===== src/rtl/pipe_hazard_ctrl.sv =====
// pipe_hazard_ctrl: central stall/flush sequencer for the 5-stage pipeline.
// Handles load-use hazards in ID, taken redirects in EX and data-memory waits in MEM.
// Define PIPE_HAZARD_PERF_EN to build the saturating performance counters;
// without it perf_stall_cnt/perf_flush_cnt are tied to zero and no counter flops exist.
module pipe_hazard_ctrl #(
  parameter int unsigned MEM_TIMEOUT = 16,
  parameter int unsigned BR_PENALTY  = 1,
  parameter int unsigned CNT_W       = 16
) (
  input  logic             clk,
  input  logic             rst_n,
  input  logic [4:0]       id_rs1addr,
  input  logic [4:0]       id_rs2addr,
  input  logic             id_uses_rs1,
  input  logic             id_uses_rs2,
  input  logic [4:0]       ex_rdaddr,
  input  logic             ex_regwr,
  input  logic             ex_isload,
  input  logic             ex_redirect,
  input  logic             dmem_req,
  input  logic             dmem_ack,
  output logic             pc_stall,
  output logic             if_id_stall,
  output logic             if_id_flush,
  output logic             id_ex_stall,
  output logic             id_ex_flush,
  output logic             ex_mem_stall,
  output logic             mem_wb_bubble,
  output logic             mem_err,
  output logic [1:0]       state_o,
  output logic [CNT_W-1:0] perf_stall_cnt,
  output logic [CNT_W-1:0] perf_flush_cnt
);

  typedef enum logic [1:0] {
    RUN      = 2'd0,
    LDUSE    = 2'd1,
    MEM_WAIT = 2'd2,
    FLUSH    = 2'd3
  } state_e;

  // Last wait-counter value before the outstanding memory access is abandoned.
  localparam logic [7:0] WaitLast   = 8'(MEM_TIMEOUT - 1);
  // Extra IF/ID flush cycles after the redirect cycle itself.
  localparam logic [2:0] FlushLoad  = 3'(BR_PENALTY - 1);
  localparam bit         MultiFlush = (BR_PENALTY > 1);

  state_e     state_q, state_d;
  logic [7:0] wait_cnt_q, wait_cnt_d;
  logic [2:0] flush_cnt_q, flush_cnt_d;
  logic       mem_err_q, mem_err_d;
  logic       load_use_hz;
  logic       mem_wait_req;

  assign load_use_hz  = ex_regwr & ex_isload & (ex_rdaddr != 5'd0) &
                        ((id_uses_rs1 & (id_rs1addr == ex_rdaddr)) |
                         (id_uses_rs2 & (id_rs2addr == ex_rdaddr)));
  assign mem_wait_req = dmem_req & ~dmem_ack;

  // Next-state and control outputs: memwait beats redirect beats load-use.
  always_comb begin
    state_d       = state_q;
    wait_cnt_d    = wait_cnt_q;
    flush_cnt_d   = flush_cnt_q;
    mem_err_d     = 1'b0;
    pc_stall      = 1'b0;
    if_id_stall   = 1'b0;
    if_id_flush   = 1'b0;
    id_ex_stall   = 1'b0;
    id_ex_flush   = 1'b0;
    ex_mem_stall  = 1'b0;
    mem_wb_bubble = 1'b0;

    case (state_q)
      MEM_WAIT: begin
        if (dmem_ack) begin
          state_d    = RUN;
          wait_cnt_d = 8'd0;
        end else begin
          pc_stall      = 1'b1;
          if_id_stall   = 1'b1;
          id_ex_stall   = 1'b1;
          ex_mem_stall  = 1'b1;
          mem_wb_bubble = 1'b1;
          if (wait_cnt_q == WaitLast) begin
            state_d    = RUN;
            wait_cnt_d = 8'd0;
            mem_err_d  = 1'b1;
          end else begin
            wait_cnt_d = wait_cnt_q + 8'd1;
          end
        end
      end
      default: begin
        if (mem_wait_req) begin
          pc_stall      = 1'b1;
          if_id_stall   = 1'b1;
          id_ex_stall   = 1'b1;
          ex_mem_stall  = 1'b1;
          mem_wb_bubble = 1'b1;
          state_d       = MEM_WAIT;
          wait_cnt_d    = 8'd1;
          flush_cnt_d   = 3'd0;
        end else if (ex_redirect) begin
          if_id_flush = 1'b1;
          id_ex_flush = 1'b1;
          if (MultiFlush) begin
            state_d     = FLUSH;
            flush_cnt_d = FlushLoad;
          end else begin
            state_d = RUN;
          end
        end else if (state_q == FLUSH) begin
          if_id_flush = 1'b1;
          if (flush_cnt_q <= 3'd1) begin
            state_d     = RUN;
            flush_cnt_d = 3'd0;
          end else begin
            flush_cnt_d = flush_cnt_q - 3'd1;
          end
        end else if (load_use_hz && (state_q == RUN)) begin
          pc_stall    = 1'b1;
          if_id_stall = 1'b1;
          id_ex_stall = 1'b1;
          state_d     = LDUSE;
        end else begin
          state_d = RUN;
        end
      end
    endcase
  end

  // State, wait/flush counters and the registered abort pulse.
  always_ff @(posedge clk or negedge rst_n) begin
    if (!rst_n) begin
      state_q     <= RUN;
      wait_cnt_q  <= 8'd0;
      flush_cnt_q <= 3'd0;
      mem_err_q   <= 1'b0;
    end else begin
      state_q     <= state_d;
      wait_cnt_q  <= wait_cnt_d;
      flush_cnt_q <= flush_cnt_d;
      mem_err_q   <= mem_err_d;
    end
  end

  assign state_o = state_q;
  assign mem_err = mem_err_q;

`ifdef PIPE_HAZARD_PERF_EN
  logic [CNT_W-1:0] perf_stall_q;
  logic [CNT_W-1:0] perf_flush_q;

  // Saturating counters: PC-held cycles and redirects actually taken.
  always_ff @(posedge clk or negedge rst_n) begin
    if (!rst_n) begin
      perf_stall_q <= '0;
      perf_flush_q <= '0;
    end else begin
      if (pc_stall && (perf_stall_q != {CNT_W{1'b1}})) begin
        perf_stall_q <= perf_stall_q + CNT_W'(1);
      end
      if (id_ex_flush && (perf_flush_q != {CNT_W{1'b1}})) begin
        perf_flush_q <= perf_flush_q + CNT_W'(1);
      end
    end
  end

  assign perf_stall_cnt = perf_stall_q;
  assign perf_flush_cnt = perf_flush_q;
`else
  assign perf_stall_cnt = '0;
  assign perf_flush_cnt = '0;
`endif

endmodule


===== config.mk =====
export PLATFORM = sky130hd
export DESIGN_NAME = pipe_hazard_ctrl
export DESIGN_NICKNAME = d
export VERILOG_FILES = /design/src/rtl/pipe_hazard_ctrl.sv
export SDC_FILE = /design/constraint.sdc
export NUM_CORES = 1
export LEC_CHECK = 0
export CORE_AREA = 2 2 59 61
export CTS_CLUSTER_SIZE = 16
export DETAILED_ROUTE_END_ITERATION = 8
export DIE_AREA = 0 0 61 63
export HOLD_SLACK_MARGIN = 0.05
export PLACE_DENSITY = 0.87
export SKIP_CTS_REPAIR_TIMING = 1
export SLEW_MARGIN = 10
export SYNTH_ARGS = -nofsm -noshare
export SYNTH_HDL_FRONTEND = slang
export SYNTH_SLANG_ARGS = --single-unit

===== constraint.sdc =====
create_clock -name clk -period 2.4 [get_ports clk]
set_clock_uncertainty 0.1 [all_clocks]
set_input_delay 0.48 -clock clk [delete_from_list [all_inputs] [get_ports clk]]
set_output_delay 0.48 -clock clk [all_outputs]
set_load 0.01 [all_outputs]

# Yosys cells after proc, flatten, opt, wreduce, memory -nomap -nowiden
# Cells that the tools add are included.
# word_totals
out_inout_bits	42
regBits	14
elab_cells	65
input_bits	24
# op_classes
n_reduce_logical	7
mux	34
n_eq_ne	8
n_lt_le_gt_ge	1
addsub	2
n_bitwise	9
# op_table
op	count
$mux W8	4
$mux W1	19
$mux W2	7
$mux W3	4
$eq A5 B5 Y1	2
$add A8 B1 Y8 const B	1
$eq A8 B4 Y1 const B	1
$and A1 B1 Y1	6
$ne A5 B3 Y1 const B	1
$reduce_bool A5 Y1	1
$eq A2 B2 Y1 const B	2
$reduce_bool A2 Y1	2
$le A3 B1 Y1 const B	1
$ne A3 B3 Y1 const B	1
$reduce_and A3 Y1	1
$sub A3 B1 Y3 const B	1
$logic_not A2 Y1	1
$ne A2 B1 Y1 const B	1
$not A1 Y1	2
$reduce_and A2 Y1	1
$logic_and A1 B1 Y1	1
$or A1 B1 Y1	1

# Depth between registers and ports, before layout
# logic_depth
ltp_word	10
ltp_mapped	6
depth_no_buf	6

# Least setup slack after synthesis
# OpenSTA, ideal clock, no wires.
# synth_timing
kind	input to output
start	input port ex_rdaddr[3]
end	output port if_id_stall
required_ps	1820
path_slack_ps	334
t_arrival_ps	1486
path_stages	5
path_buffers	1
cell_sequence	xor2_1 nor4_1 a32oi_1 o21bai_1 buf_4
# synth_via
elab_chain_cells	10
word_cells_on_any_way	14
classes_between	eq/ne: 2; mux: 5; bitwise: 5; reduce/logical: 2
# synth_lines
item	line	source
start: declaration	16	input logic [4:0] ex_rdaddr,
$eq A5 B5 Y1 (on tied branches)	56, 57	
$and A1 B1 Y1 (on tied branches)	56, 57	
$or A1 B1 Y1	56	((id_uses_rs1 & (id_rs1addr == ex_rdaddr)) |
$and A1 B1 Y1 (*)	55	assign load_use_hz = ex_regwr & ex_isload & (ex_rdaddr != 5'd0) &
$logic_and A1 B1 Y1 (*)	121	end else if (load_use_hz && (state_q == RUN)) begin
$mux W1 (*) (5 in a row)	--	
end: declaration	23	output logic if_id_stall,
# Mark *: on every way between the ends. The rest lies on a longest branch, timed or not.

# Worst setup path in the final report
# layout_timing
start	input port ex_regwr
end	output port id_ex_stall
# layout_via
elab_chain_cells	9
# layout_lines
item	line	source
start: declaration	17	input logic ex_regwr,
$and A1 B1 Y1 (3 in a row)	55	
$logic_and A1 B1 Y1	121	
$mux W1	121	
$mux W1	113	end else if (state_q == FLUSH) begin
$mux W1	104	end else if (ex_redirect) begin
$mux W1	95	if (mem_wait_req) begin
$mux W1	74	case (state_q)
end: declaration	25	output logic id_ex_stall,
# Every way passes these cells.

==> results.md <==
* Peak fanout along the critical path at 3
* Hold Violations, Final at 0
* Clock Sinks at 14
* Fraction of registers with async set/reset at 1.00
* Flop2flop setup slack at 780 ps
* Fill count at 300
* Remaining global-route overflow at 0
* Slew @ Worst Pin at 665 ps
* Worst-case reg-to-reg path depth at 5
* Share of cells above drive strength 1 at 0.156
* Core area at 3230 um^2
* Global-route wire length before repair at 3.91 mm
* Count of different cell masters after synthesis at 41
* WL/cell at 11.6 um
* Area delta synth->final at 33.6%
* Synth warn at 0
* Unrepaired setup endpoints after global routing: no
* Clock tree buffer depth at 2
* GRT Util Overall at 0.136
* Clock root cell: clkbuf_4
* Number of global-route vias before repair at 900
* Total die area at 3840 um^2
* Period utilization at 0.960
* Pwr dens at 399 nW/um^2
* Hold path start: wait_cnt_q[2]
* Outcome: finished clean
* Tightest Hold Check Type: flop to flop
* Remaining DRCs at 0
* I/O Pins at 66
* CP endpoint kind: primary output
* Dominant synthesized flop cell: dfrtp_1
* Mapped cell area at 1210 um^2
* Routed Antenna Nets at 0
* Peak VDD IR at 0.171 mV
* Row cnt at 21
* Max-slew headroom at 0.555
* DR vias at 1027
* Die Width at 61 um
* Post-Layout Cell Count at 226
* Yosys reg bits at 14
* Placed Cells at 221
* Worst Slack Setup Final at 94.9 ps
* Worst-Skew Late Latency at 300 ps
* Htree depth at 1
* CTS Buf Count at 3
* Synth Area per Inst at 8.69 um^2
* Final Critical Period at 2310 ps
* GP Congestion at 0.726
* Register area share after synthesis at 0.290
* Setup violators final at 0
* Final nets at 208
* Initial Util at 0.374
* Fmax at 434 MHz
* CP startpoint kind: input port
* WL final at 2.61 mm
* Reg2reg end: wait_cnt_q[6]
* CP Data Arrival Time at 1730 ps
* Reported max-cap violation count at 0
* TritonRoute pass-1 iters at 4
* Die Y at 63 um
* Post-Synthesis Cells at 139
* Leakage at 0.888 nW
* Port Buffer Count at 33
* Crit Path Category: input port to primary output
* Critical-path cell list: clkdlybuf4s50_1 -> nand2_1 -> nor4_4 -> o21ai_1 -> o21bai_1 -> buf_2
* Reg2Reg Launch Point: wait_cnt_q[0]
* Max-slew violation count at 0
* Reg clk slew, reported paths at 90 ps
* N_diodes at 0
* Pre-CTS WS at -553 ps
* Worst Hold Path EP: wait_cnt_q[2]
* CP peak stage delay at 470 ps
* Critical Path RT at 1820 ps
* Largest net degree at the start of global routing at 15
* CP max stage cell: clkdlybuf4s50_1
* Hold depth at 1
* Placed Area at 1510 um^2
* Final Cell Area at 1610 um^2
* Initial antenna violation count at 0
* EDFF count, synth at 0
* Starting DRT DRC Count at 25
* CTS tree: yes
* Util after Layout at 0.499
* Vias/cell at 4.54
* Hpwl dp at 1.94 mm
-- worst max-delay path: cells and delay by family --
family	cells	cell delay (ps)
AND/OR/NAND/NOR	2	270
buffers and inverters	2	640
AO/OA/AOI/OAI	2	320
-- final cells by class --
cell class	instances	area (um^2)	share of cell area
clock buffer	4	36.3	0.0225
inverter	4	15.0	0.00931
multi-input combinational	115	717	0.445
sequential	14	352	0.218
tap	46	57.6	0.0357
timing repair buffer	43	435	0.270
-- per-layer routing --
layer,wire (um),track usage
met1,994,0.153
met2,1350,0.224
met3,204,0.0414
met4,60,0.0707
met5,0,0
-- registers in the layout, indices dropped and copies added (netlist names) --
register	flops
flush_cnt_q	3
mem_err	1
state_o	2
wait_cnt_q	8
-- cell families (layout without fill, tap and decap cells) --
group,count (synthesis),after routing,synth area share
buffers and inverters,41,51,0.237
and+or+nand+nor,38,38,0.184
AOI/OAI and AO/OA,31,31,0.173
DFF,14,14,0.290
xor gates and xnor gates,10,10,0.0725
adders and majority gates,3,3,0.0311
other,1,32,0.00311
muxes,1,1,0.00829
-- synthesized netlist by cell type, types with 2 or more instances --
library cell	number	area [um^2]
nand3_1	3	15.0
a22o_1	2	17.5
ha_1	3	37.5
o21bai_1	2	15.0
nor4_1	3	18.8
o21ai_0	13	65.1
and3_1	3	18.8
nor2_1	7	26.3
inv_1	4	15.0
dfrtp_1	14	350
or3_1	2	12.5
xnor2_1	2	17.5
xor2_1	8	70.1
a21o_1	2	15.0
buf_4	35	263
nand2_1	8	30.0
a21oi_1	3	15.0
or2b_1	2	15.0
-- cell usage in the layout (no fill, tap or decap), types with 3 or more instances in the layout --
| master | synthesis | final |
|---|---|---|
| buf_4 | 35 | 10 |
| dfrtp_1 | 14 | 13 |
| xor2_1 | 8 | 8 |
| o21ai_0 | 13 | 12 |
| and3_1 | 3 | 3 |
| clkbuf_4 | 0 | 3 |
| clkdlybuf4s50_1 | 0 | 12 |
| conb_1 | 1 | 32 |
| nor2_1 | 7 | 7 |
| dlymetal6s2s_1 | 0 | 18 |
| nand3_1 | 3 | 3 |
| inv_1 | 4 | 4 |
| nand2_1 | 8 | 8 |
| ha_1 | 3 | 3 |
-- how the worst max path moves through the flow --
stage	startpoint	end	slack (ps)	cells past startpoint
2_1_floorplan	ex_rdaddr[3]	if_id_stall	330	5
4_1_cts	ex_rdaddr[3]	id_ex_stall	-560	6
3_3_place_gp	ex_rdaddr[2]	if_id_stall	-520	6
3_5_place_dp	ex_rdaddr[3]	id_ex_stall	-550	6
5_1_grt	id_rs2addr[2]	if_id_stall	4	6
6_report	ex_regwr	id_ex_stall	90	6
-- stage by stage --
stage | total power (W) | setup TNS [ps] | hold WS (ps)
after floorplan | 0.000399 | 0 | 84.4
after global placement | 0.000458 | -2300 | 383
after detailed placement | 0.000463 | -2320 | 398
after CTS | 0.000639 | -2410 | 409
after global routing | 0.000672 | 0 | 425
final | 0.000643 | 0 | 401
-- power breakdown --
group / internal [W] / switching, W / leakage (nW)
Combinational: 0.000101 / 0.000102 / 0.677
Sequential: 0.000247 / 0.0000123 / 0.190
Clock: 0.0000928 / 0.0000882 / 0.0210
Total: 0.000440 / 0.000203 / 0.888
(Power assumes the default switching activity.)
==> RTL change, RTL diff (config.mk and constraints unchanged) <==
`CNT_W`: 16 -> 24.
--- a/src/rtl/pipe_hazard_ctrl.sv
+++ b/src/rtl/pipe_hazard_ctrl.sv
@@ -5,7 +5,7 @@
 module pipe_hazard_ctrl #(
   parameter int unsigned MEM_TIMEOUT = 16,
   parameter int unsigned BR_PENALTY  = 1,
-  parameter int unsigned CNT_W       = 16
+  parameter int unsigned CNT_W       = 24
 ) (
   input  logic             clk,
   input  logic             rst_n,
Interface: changed (resized perf_flush_cnt and perf_stall_cnt); port bits go from 66 to 82. The function was not compared with the original's and may differ.
==> RTL change against the unedited design <==
- area after synthesis rose by 9.9%
- power is 0.47% higher
- global-route usage is 0.20 points higher
- first-iteration DRC count grew 16%
- sequential cell count stayed put
- routed wire length increased by 11%
- sequential share of layout area shrank 0.97 points
- design area grew 4.7%
- utilization up 2.3 points
- setup slack worse by 58 ps
- critical endpoint unchanged
- largest cell class unchanged
==> RTL change: results (changes against the unedited design) <==
metric,value,unit,change
maximum number of pins on one net before global-route repair,15,,unchanged
cell area power density,383,nW/um^2,was 399 nW/um^2
wire length of the first global-routing pass,4.08,mm,was 3.91 mm
capture endpoint of the worst hold path,wait_cnt_q[2]$_DFFE_PN0P_,,unchanged
slew at the pin closest to its max-slew limit,631,ps,was 665 ps
detailed-placement wirelength estimate,2.09,mm,was 1.94 mm
top cells by area in the synthesized netlist,"buf_4 29%, dfrtp_1 26%, xor2_1 5.3%",,"was dfrtp_1 29%, buf_4 22%, xor2_1 5.8%"
Arrival @ worst endpoint,1780,ps,was 1730 ps
Worst R2R Start,flush_cnt_q[0]$_DFFE_PN0P_,,was wait_cnt_q[0]$_DFFE_PN0P_
WL final,2.91,mm,was 2.61 mm
minimum setup slack among reg-to-reg paths,720,ps,was 780 ps
final layout net count,225,,was 208
deepest level of the CTS H-tree,1,,unchanged
Final Setup Violations,0,,unchanged
post-synthesis average cell area,8.56,sq um,was 8.69 sq um
status,finished clean,,unchanged
weighted congestion at the end of routability-driven global placement,0.782,,was 0.726
largest stage delay on the critical path,490,ps,was 470 ps
endpoint of the lowest-slack register-to-register path,flush_cnt_q[0]$_DFFE_PN0P_,,was wait_cnt_q[6]$_DFFE_PN0P_
via count of the routed design,1078,,"was 1,027"
detailed-routed wire length on met2,1.54,mm,was 1.35 mm
number of global-route vias before repair,993,,was 900
Max Used Layer,met4,,unchanged
router iterations before antenna repair,5,,was 4
wire length on met1,1.13,mm,was 994 um
logic depth of the worst register-to-register path,5,,unchanged
source-to-sink clock delay at the later pin of the worst-skew pair,280,ps,was 300 ps
commonest cells in the netlist,"51 x buf_4, 14 x dfrtp_1, 13 x o21ai_0",,"was 35 x buf_4, 14 x dfrtp_1, 13 x o21ai_0"
placed inst area,1580,sq um,was 1510 sq um
share of cells above drive strength 1,15.7,%,was 15.6%
leakage dissipation,0.000947,uW,was 0.000888 uW
total met3 wirelength after detailed routing,194,um,was 204 um
Global Route Usage Sum,13.8,%,was 13.6%
total instance count after detailed placement,238,,was 221
initial DRC count,29,,was 25
WL per Instance,12.0,um,was 11.6 um
maximum resistive drop on vdd,171,uV,about the same
sequential share of the synthesized area,26.4,%,was 29.0%
-- RTL change: cell types whose count changed after synthesis --
cell and delta:
buf_4 +16
-- RTL change: how the worst max path moves through the flow --
stage / depth (start not counted) / end / start / slack (ps)
after floorplan: 5 / if_id_stall / ex_rdaddr[3] / 330
after global placement: 6 / id_ex_stall / ex_rdaddr[2] / -540
after detailed placement: 6 / id_ex_stall / ex_rdaddr[2] / -570
after CTS: 6 / id_ex_stall / ex_rdaddr[2] / -580
after global routing: 6 / id_ex_stall / ex_regwr / -30
final: 6 / id_ex_stall / ex_regwr / 40
-- RTL change: cell families after synthesis --
logic type,after synthesis,share of synthesized area [%]
compound gates,31,15.7
xor+xnor,10,6.60
fa+ha+maj,3,2.83
buf+inv,57,30.6
flops,14,26.4
mux,1,0.754
other cells,1,0.282
simple gates,38,16.8
-- RTL change: metal layers --
metal  vias up  GRT usage [%]
li1        509              -
met1       516           16.3
met5         -              0
met3         4           2.28
met4         0           7.07
met2        49           23.3
-- RTL change: cell type report --
class	instances	area, sq um
inverter	4	15.0
clock buffer	4	36.3
timing repair buffer	44	443
tap	46	57.6
fill	307	1540
sequential	14	352
multi-input combinational	131	785
-- RTL change: report_power, final --
part	internal [uW]	switching [uW]	leakage [uW]
Clock	92.3	76.7	0.0000210
Sequential	246	11.3	0.000190
Combinational	101	119	0.000736
Total	439	207	0.000947
-- RTL change: worst max-delay path: cells and delay by family --
kind	cells	cell delay, ps
AO/OA/AOI/OAI	2	290
AND/OR/NAND/NOR	2	340
buffers and inverters	2	660
-- RTL change: stage by stage --
step	hold slack, ps	power (uW)	setup slack [ps]	TNS (ps)
after floorplan	84.4	429	334	0
after global placement	383	472	-544	-2430
after detailed placement	396	475	-574	-2490
after CTS	409	645	-581	-2560
after global routing	433	681	-29.5	-82.0
final	407	646	37.2	0
